==> config.mk <==
export PLATFORM = sky130hd
export DESIGN_NAME = ram_wait_ctrl
export DESIGN_NICKNAME = d
export VERILOG_FILES = /design/src/rtl/ram_wait_ctrl.sv
export SDC_FILE = /design/constraint.sdc
export NUM_CORES = 2
export LEC_CHECK = 0
export ABC_AREA = 0
export BUFFER_PORTS_ARGS = -buffer_cell sky130_fd_sc_hd__buf_2
export CAP_MARGIN = 20
export CORE_MARGIN = 3
export CORE_UTILIZATION = 30
export DETAILED_ROUTE_END_ITERATION = 10
export RECOVER_POWER = 25
export SYNTH_ARGS = -nofsm -noshare
export SYNTH_HDL_FRONTEND = slang
export SYNTH_SLANG_ARGS = --single-unit
==> constraint.sdc <==
create_clock -name clk -period 7.2 [get_ports clk]
set_clock_uncertainty 0.1 [all_clocks]
set_input_delay 1.44 -clock clk [delete_from_list [all_inputs] [get_ports clk]]
set_output_delay 1.44 -clock clk [all_outputs]
set_load 0.01 [all_outputs]
==> src/rtl/ram_wait_ctrl.sv <==
// Wait-state RAM controller: CPU-facing single-port 16-bit word array with
// a fixed number of inserted wait states per read or write access.
module ram_wait_ctrl #(
  parameter int unsigned ADDR_W      = 8,
  parameter int unsigned WAIT_CYCLES = 2
) (
  input  logic        clk,
  input  logic        ExternalReset,
  input  logic        readMem,
  input  logic        wren,
  input  logic [15:0] address,
  input  logic [15:0] data,
  output logic [15:0] out,
  output logic        memDataReady,
  output logic        busy,
  output logic        addrErr
);

  localparam int unsigned DEPTH    = 1 << ADDR_W;
  localparam logic [3:0]  CNT_LAST = 4'((WAIT_CYCLES == 0) ? 0 : WAIT_CYCLES - 1);

  typedef enum logic [1:0] {
    IDLE = 2'd0,
    WAIT = 2'd1,
    DONE = 2'd2
  } state_t;

  state_t              state;
  logic [3:0]          wait_cnt;
  logic [15:0]         addr_q;
  logic [15:0]         data_q;
  logic                wr_q;
  logic                err_q;
  logic [15:0]         mem [DEPTH];

  logic                req_c;
  logic                take_c;
  logic                access_c;
  logic [15:0]         acc_addr_c;
  logic [15:0]         acc_data_c;
  logic                acc_wr_c;
  logic                oor_c;
  logic [ADDR_W-1:0]   acc_idx_c;

  // Request decode; a zero-wait build accesses straight from IDLE using live inputs
  assign req_c      = readMem | wren;
  assign take_c     = (state == IDLE) && req_c;
  assign access_c   = (WAIT_CYCLES == 0) ? take_c
                                         : ((state == WAIT) && (wait_cnt == CNT_LAST));
  assign acc_addr_c = (state == IDLE) ? address : addr_q;
  assign acc_data_c = (state == IDLE) ? data    : data_q;
  assign acc_wr_c   = (state == IDLE) ? wren    : wr_q;
  assign acc_idx_c  = acc_addr_c[ADDR_W-1:0];
  assign busy       = (state != IDLE);

  // Out-of-range detection on the address bits above the array
  generate
    if (ADDR_W < 16) begin : g_range
      assign oor_c = |acc_addr_c[15:ADDR_W];
    end else begin : g_full
      assign oor_c = 1'b0;
    end
  endgenerate

  // Array write on the edge entering DONE; contents survive reset
  always_ff @(posedge clk) begin
    if (access_c && acc_wr_c && !oor_c && !ExternalReset)
      mem[acc_idx_c] <= acc_data_c;
  end

  // Transaction FSM with registered read data and completion strobes
  always_ff @(posedge clk or posedge ExternalReset) begin
    if (ExternalReset) begin
      state        <= IDLE;
      wait_cnt     <= 4'd0;
      out          <= 16'h0000;
      memDataReady <= 1'b0;
      addrErr      <= 1'b0;
      addr_q       <= 16'h0000;
      data_q       <= 16'h0000;
      wr_q         <= 1'b0;
      err_q        <= 1'b0;
    end else begin
      memDataReady <= (state == DONE);
      addrErr      <= (state == DONE) && err_q;

      if (access_c) begin
        err_q <= oor_c;
        if (!acc_wr_c)
          out <= oor_c ? 16'h0000 : mem[acc_idx_c];
      end

      case (state)
        IDLE: begin
          if (req_c) begin
            addr_q   <= address;
            data_q   <= data;
            wr_q     <= wren;
            wait_cnt <= 4'd0;
            state    <= (WAIT_CYCLES == 0) ? DONE : WAIT;
          end
        end
        WAIT: begin
          if (wait_cnt == CNT_LAST)
            state <= DONE;
          else
            wait_cnt <= wait_cnt + 4'd1;
        end
        DONE:    state <= IDLE;
        default: state <= IDLE;
      endcase
    end
  end

endmodule

* After elaboration in Yosys (flattened, before gate mapping)
Memories as Yosys holds them, arrays and structs flattened.
Index checks and enable logic that the tools add are counted.
** Storage, ports and cells
- Flip-flop bits (word level) :: 58
- RAM bits :: 4096
- Input port bits :: 36
- Output and inout port bits :: 19
- Logic and storage cells :: 46
- Memories kept :: 1
** Operators by class
- $add $sub $neg :: 1
- Equality and inequality tests :: 6
- Multiplexer cells :: 12
- Bitwise gates (word level) :: 2
- Reductions and logical operators :: 15
** Memory list
- mem :: words 256, bits a word 16, rd ports 1, clocked after Yosys merged registers in 0, wr ports 1, RTL line 34 : logic [15:0] mem [DEPTH];
** Operators by type and width (count)
- $mux W16 :: 3
- $mux W4 :: 2
- $pmux W4 S2 :: 1
- $reduce_or A8 Y1 :: 1
- $reduce_and A2 Y1 :: 3
- $logic_and A1 B1 Y1 :: 5
- $add A4 B1 Y4 const B :: 1
- $eq A4 B1 Y1 const B :: 1
- $mux W2 :: 2
- $ne A2 B2 Y1 const B :: 2
- $pmux W2 S2 :: 1
- $reduce_bool A2 Y1 :: 2
- $mux W1 :: 3
- $reduce_and A3 Y1 :: 1
- $eq A2 B1 Y1 const B :: 1
- $eq A2 B2 Y1 const B :: 1
- $logic_not A1 Y1 :: 2
- $logic_not A2 Y1 :: 1
- $ne A2 B1 Y1 const B :: 1
- $not A1 Y1 :: 1
- $or A1 B1 Y1 :: 1

* Logic depth before layout (Yosys ltp)
- Word-level depth :: 8
- Mapped depth :: 13
- Mapped depth without buffers :: 9

* Least setup slack after synthesis
Ideal clock, no wire load.
- Path type :: reg2reg
- Start point :: reg state[0]
- End point :: mem mem[0][10] (data pin)
- Arrival time :: 4.561 ns
- Required time :: 6.277 ns
- Setup slack :: 1.716 ns
- Stages on the path, launching flop included :: 8
- Buffers on the path :: 3
- Period minus slack after synthesis :: 5.484 ns
- Cell sequence :: dfrtp_1 > nor2_4 > inv_2 > buf_2 > clkbuf_1 > buf_1 > nand2_1 > nand2_1
** On the way
- Longest elaborated chain between the ends :: 2
** RTL lines
- start, declared :: RTL line 28 : state_t state;
- start signal, assigned :: RTL line 100 : state <= (WAIT_CYCLES == 0) ? DONE : WAIT;
- $logic_not A2 Y1 :: RTL line 51 : assign acc_data_c = (state == IDLE) ? data : data_q;
- $mux W16 :: RTL line 51
- via acc_data_c[10] :: RTL line 40 : logic [15:0] acc_data_c;
- end, declared :: RTL line 34
The timed path passes the listed nets, and every way through them passes these cells.

* Worst setup path in the final report
- Start point :: reg state[0]
- End point :: reg out[14]
** On the way
- Longest elaborated chain between the ends :: 4
- Elaborated cells on any way between the ends :: 10
- Those cells by class :: 1 x eq/ne; 3 x mux; 1 x bitwise; 4 x reduce/logical; 1 x memory
** RTL lines
- $logic_not A2 Y1 :: RTL line 50, 52
- $mux W16 or $mux W1 (tied branches) :: RTL line 50, 52
- $mem_v2 Z256 W16, or another cell as far along
- $mux W16 or $reduce_and A2 Y1 (tied branches)
- end signal, assigned :: RTL line 90 : out <= oor_c ? 16'h0000 : mem[acc_idx_c];
- end, declared :: RTL line 13 : output logic [15:0] out,
Several ways; a longest one is shown, not always the timed one.
A chain may end at the register's enable or synchronous reset.

==> flow_metrics.py <==
metrics = {
    "cells_and_area": {
        "design_area_um2": 174000,
        "area_delta_synth_final_pct": 15.8,
        "seqCellArea_um2": 124000,
        "final_util_pct": 35.0,
        "drive_gt1_share_pct": 13.2,
        "fin_nets": 9115,
        "fillers": 46400,
        "multi_input_area_um2": 23500,
    },
    "detailed_routing": {
        "routed_wl_um": 452000,
        "viasPerCell": 5.54,
        "wl_per_cell_um": 28.1,
        "drt_iter0_drc": 12200,
        "dr.pass1.iters": 6,
        "route.vias.total": 89100,
        "ant_nets": 0,
        "drcViolationCount": 0,
    },
    "setup_path": {
        "worstPathRequired_ns": 7.92,
        "timing.critical_path.mode_cell": "o22ai_1",
        "cp-start-kind": "flop",
        "path_delay_family": "compound AO/OA/AOI/OAI gates",
        "worstPathCellList": "nor2_4 -> inv_1 -> mux2_8 -> buf_12 -> buf_4 -> o22ai_1 -> o21ai_0 -> a41oi_1 -> nor4_1 -> o22ai_1 -> o21ai_1",
        "critPathBufInv": 3,
        "criticalPathCategory": "reg -> reg",
        "end_kind": "flop",
        "slowest_stage": "nor4_1",
        "arrival_ns": 7.18,
        "slowest_delay_ns": 1.19,
        "crit_fanout": 52,
    },
    "die": {
        "chipHeight_um": 715,
        "core_area_um2": 499000,
        "rows": 259,
        "die_w_um": 715,
        "dieArea_um2": 511000,
        "start_util_pct": 30.2,
        "num_io_pins": 55,
    },
    "synthesis": {
        "synth_fp_nets": 8780,
        "synth.distinct_cells": 42,
        "async_reset_ff_share_pct": 1.40,
        "dominantRegCellSynth": "edfxtp_1",
        "syn_area_um2": 151000,
        "synth_cells": 8742,
        "synth_enable_flop_cells": 4096,
        "synth_area_per_cell_um2": 17.2,
        "yosysSeqAreaShare_pct": 82.6,
        "ys_ff_latch": 4154,
        "ys_warn_count": 0,
    },
    "power": {
        "seq_power_share_pct": 41.0,
        "p_sw_mw": 29.2,
        "p_per_area_nw_per_um2": 456,
        "p_int_mw": 50.4,
        "clkPwrFrac_pct": 26.5,
        "fin_total_pwr_mw": 79.6,
        "comb_power_share_pct": 32.5,
        "power.leakage_nw": 51.9,
        "irDropWorstVdd_uv": 510,
        "switching_share_pct": 36.7,
    },
    "cts": {
        "cts_buffers": 402,
        "htreeDepth": 5,
        "post_cts_resized": 0,
        "cts_tree": "yes",
        "hold_buffers": 0,
        "clock_sinks": 4154,
        "clk-insertion-delay-late_ns": 0.94,
        "post_cts_buffers": 0,
        "clk_pin_slew_ns": 0.07,
        "clockBufferDepth": 4,
        "cts_root_buffer": "clkbuf_16",
    },
    "timing": {
        "fmax_ghz": 0.155,
        "max_slew.worst_pin.slew_ns": 3.06,
        "finalSetupTns_ns": 0,
        "min_period_ns": 6.47,
        "slew_viol_final": 1744,
        "slew_headroom_pct": -104,
        "period_share_pct": 89.8,
        "grt_setup_unrepaired": "false",
        "hold_violations": 0,
        "setup_viol": 0,
    },
    "flow_run": {
        "maxCapViolCount": 28,
    },
    "global_routing": {
        "track_usage_pct": 17.0,
        "busiest_layer": "met2",
        "antenna_found_initial": 25,
        "grt_pass1_wl_um": 639000,
        "grtUsageMet1_pct": 23.1,
        "grt_overflow": 0,
        "use_met3_pct": 2.84,
        "globalRouteMet2Util_pct": 26.6,
        "grt_max_degree": 174,
        "grt_pass1_vias": 84400,
    },
    "placement": {
        "post_dp_cell_area_um2": 162000,
        "dp.final_hpwl_um": 262000,
        "io_buffers": 54,
        "gp_congestion": 0.847,
    },
    "status": {
        "status": "complete, but fails checks",
        "violations": "max-capacitance violations, max-slew violations",
    },
    "hold_path": {
        "hp-class": "reg -> reg",
    },
}
[worst reg2reg max path, delay by kind of cell (launching register included)]
kind	cells	cell delay (ns)
compound gates	5	1.81
flops	1	0.46
buf+inv	3	1.87
mux	1	0.87
simple gates	2	1.25
[routing by layer]
metal	up-vias	routed length [um]
met5	-	77
met4	12	23000
met3	846	42700
met2	4942	209000
met1	46000	177000
li1	37300	-
[registers in the layout, indices dropped and copies added, names as in the netlist]
name / cells
state: 2
mem: 4096
data_q: 16
wait_cnt: 4
addr_q: 16
wr_q: 1
memDataReady: 1
err_q: 1
addrErr: 1
out: 16
[per-stage QoR]
stage	hold WS, ns	worst slack, ns	instances
after floorplan	0.349	1.72	8742
after global placement	0.369	0.454	15300
after detailed placement	0.374	0.705	15300
after CTS	0.386	1.36	16100
after global routing	0.414	0.709	16100
final	0.388	0.734	16100
[cell usage after synthesis (2+ instances only)]
master / count / area (um^2)
edfxtp_1: 4096 / 123000
o22ai_1: 2072 / 13000
o21ai_0: 956 / 4780
buf_2: 301 / 1510
clkbuf_1: 291 / 1090
nor2_1: 270 / 1010
a41oi_1: 256 / 2240
nand2_1: 89 / 334
o21ai_1: 77 / 385
nor4_1: 61 / 382
dfrtp_1: 58 / 1450
buf_1: 55 / 206
mux2_2: 36 / 405
nand2b_1: 22 / 138
buf_4: 14 / 105
nor3_1: 10 / 50.1
a31oi_1: 9 / 56.3
o31ai_1: 9 / 67.6
or2_2: 9 / 56.3
inv_1: 6 / 22.5
nand3_1: 5 / 25.0
nor3b_1: 5 / 37.5
mux2i_1: 4 / 40.0
nand3b_1: 4 / 30.0
nor2b_1: 4 / 25.0
o41ai_2: 3 / 48.8
or4_1: 3 / 22.5
ha_1: 2 / 25.0
o211ai_1: 2 / 15.0
[cell type report]
cell class                      instances  area share [%]
Antenna cell                           13          0.0186
Multi-Input combinational cell       3920            13.5
Clock buffer                          490            6.07
Timing Repair Buffer                  592            2.93
Sequential cell                      4154            71.3
Tap cell                             6655            4.77
Inverter                                7          0.0158
Clock inverter                        240            1.38
[final timing paths]
path | endpoint | slack (ns) | start | depth (start not counted)
setup / recovery | out[14] | 0.73 | state[0] | 11
hold / removal | addrErr | 0.39 | err_q | 1
setup reg to reg | out[14] | 0.73 | state[0] | 11
hold reg to reg | addrErr | 0.39 | err_q | 1
max in group asynchronous | addr_q[10] | 3.15 | ExternalReset | 3
min in group asynchronous | addr_q[4] | 1.01 | ExternalReset | 2
[cell families (layout without fill, tap and decap cells)]
group,Yosys count,count (layout),share of synthesized area (%)
XOR/XNOR,1,1,0.00582
buffers and inverters,668,1329,1.95
other,0,13,0
adder cells (fa/ha/maj),2,2,0.0166
AND/OR/NAND/NOR,488,488,1.44
flip-flops,4154,4154,82.6
multiplexers,40,40,0.296
AO/OA/AOI/OAI,3389,3389,13.7
[power groups by stage]
| stage | Combinational [mW] | Sequential [mW] | Clock, mW |
|---|---|---|---|
| 4_1_cts | 25.9 | 32.3 | 21.3 |
| 6_report | 25.9 | 32.6 | 21.1 |
| 5_1_grt | 27.2 | 32.7 | 22.2 |
| 3_5_place_dp | 25.8 | 32.8 | 0 |
| 3_3_place_gp | 25.5 | 32.8 | 0 |
| 2_1_floorplan | 12.8 | 34.5 | 0 |
[layout by cell type (no fill, tap or decap), types with 4 or more instances in the layout]
cell type and instances:
edfxtp_1 4096, o22ai_1 2072, o21ai_0 956, buf_4 453
clkbuf_16 409, nor2_1 266, a41oi_1 256, clkinv_1 88
clkbuf_1 87, o21ai_1 77, clkinv_2 77, nand2_1 69
buf_12 68, dfrtp_1 58, nor4_1 54, buf_2 52
bufinv_16 46, mux2_2 33, nand2b_1 22, nand2_2 17
diode_2 13, nor3_1 10, clkinvlp_4 10, or2_2 9
o31ai_1 8, nor4_2 7, inv_6 7, inv_1 6
a31oi_4 6, clkbuf_8 6, clkinv_4 6, nand3_1 5
nor3b_1 5, nand3b_1 4, mux2i_1 4, nor2b_1 4
nor2_2 4, inv_16 4, clkbuf_2 4
No activity file was read; power rests on OpenSTA's default activity.
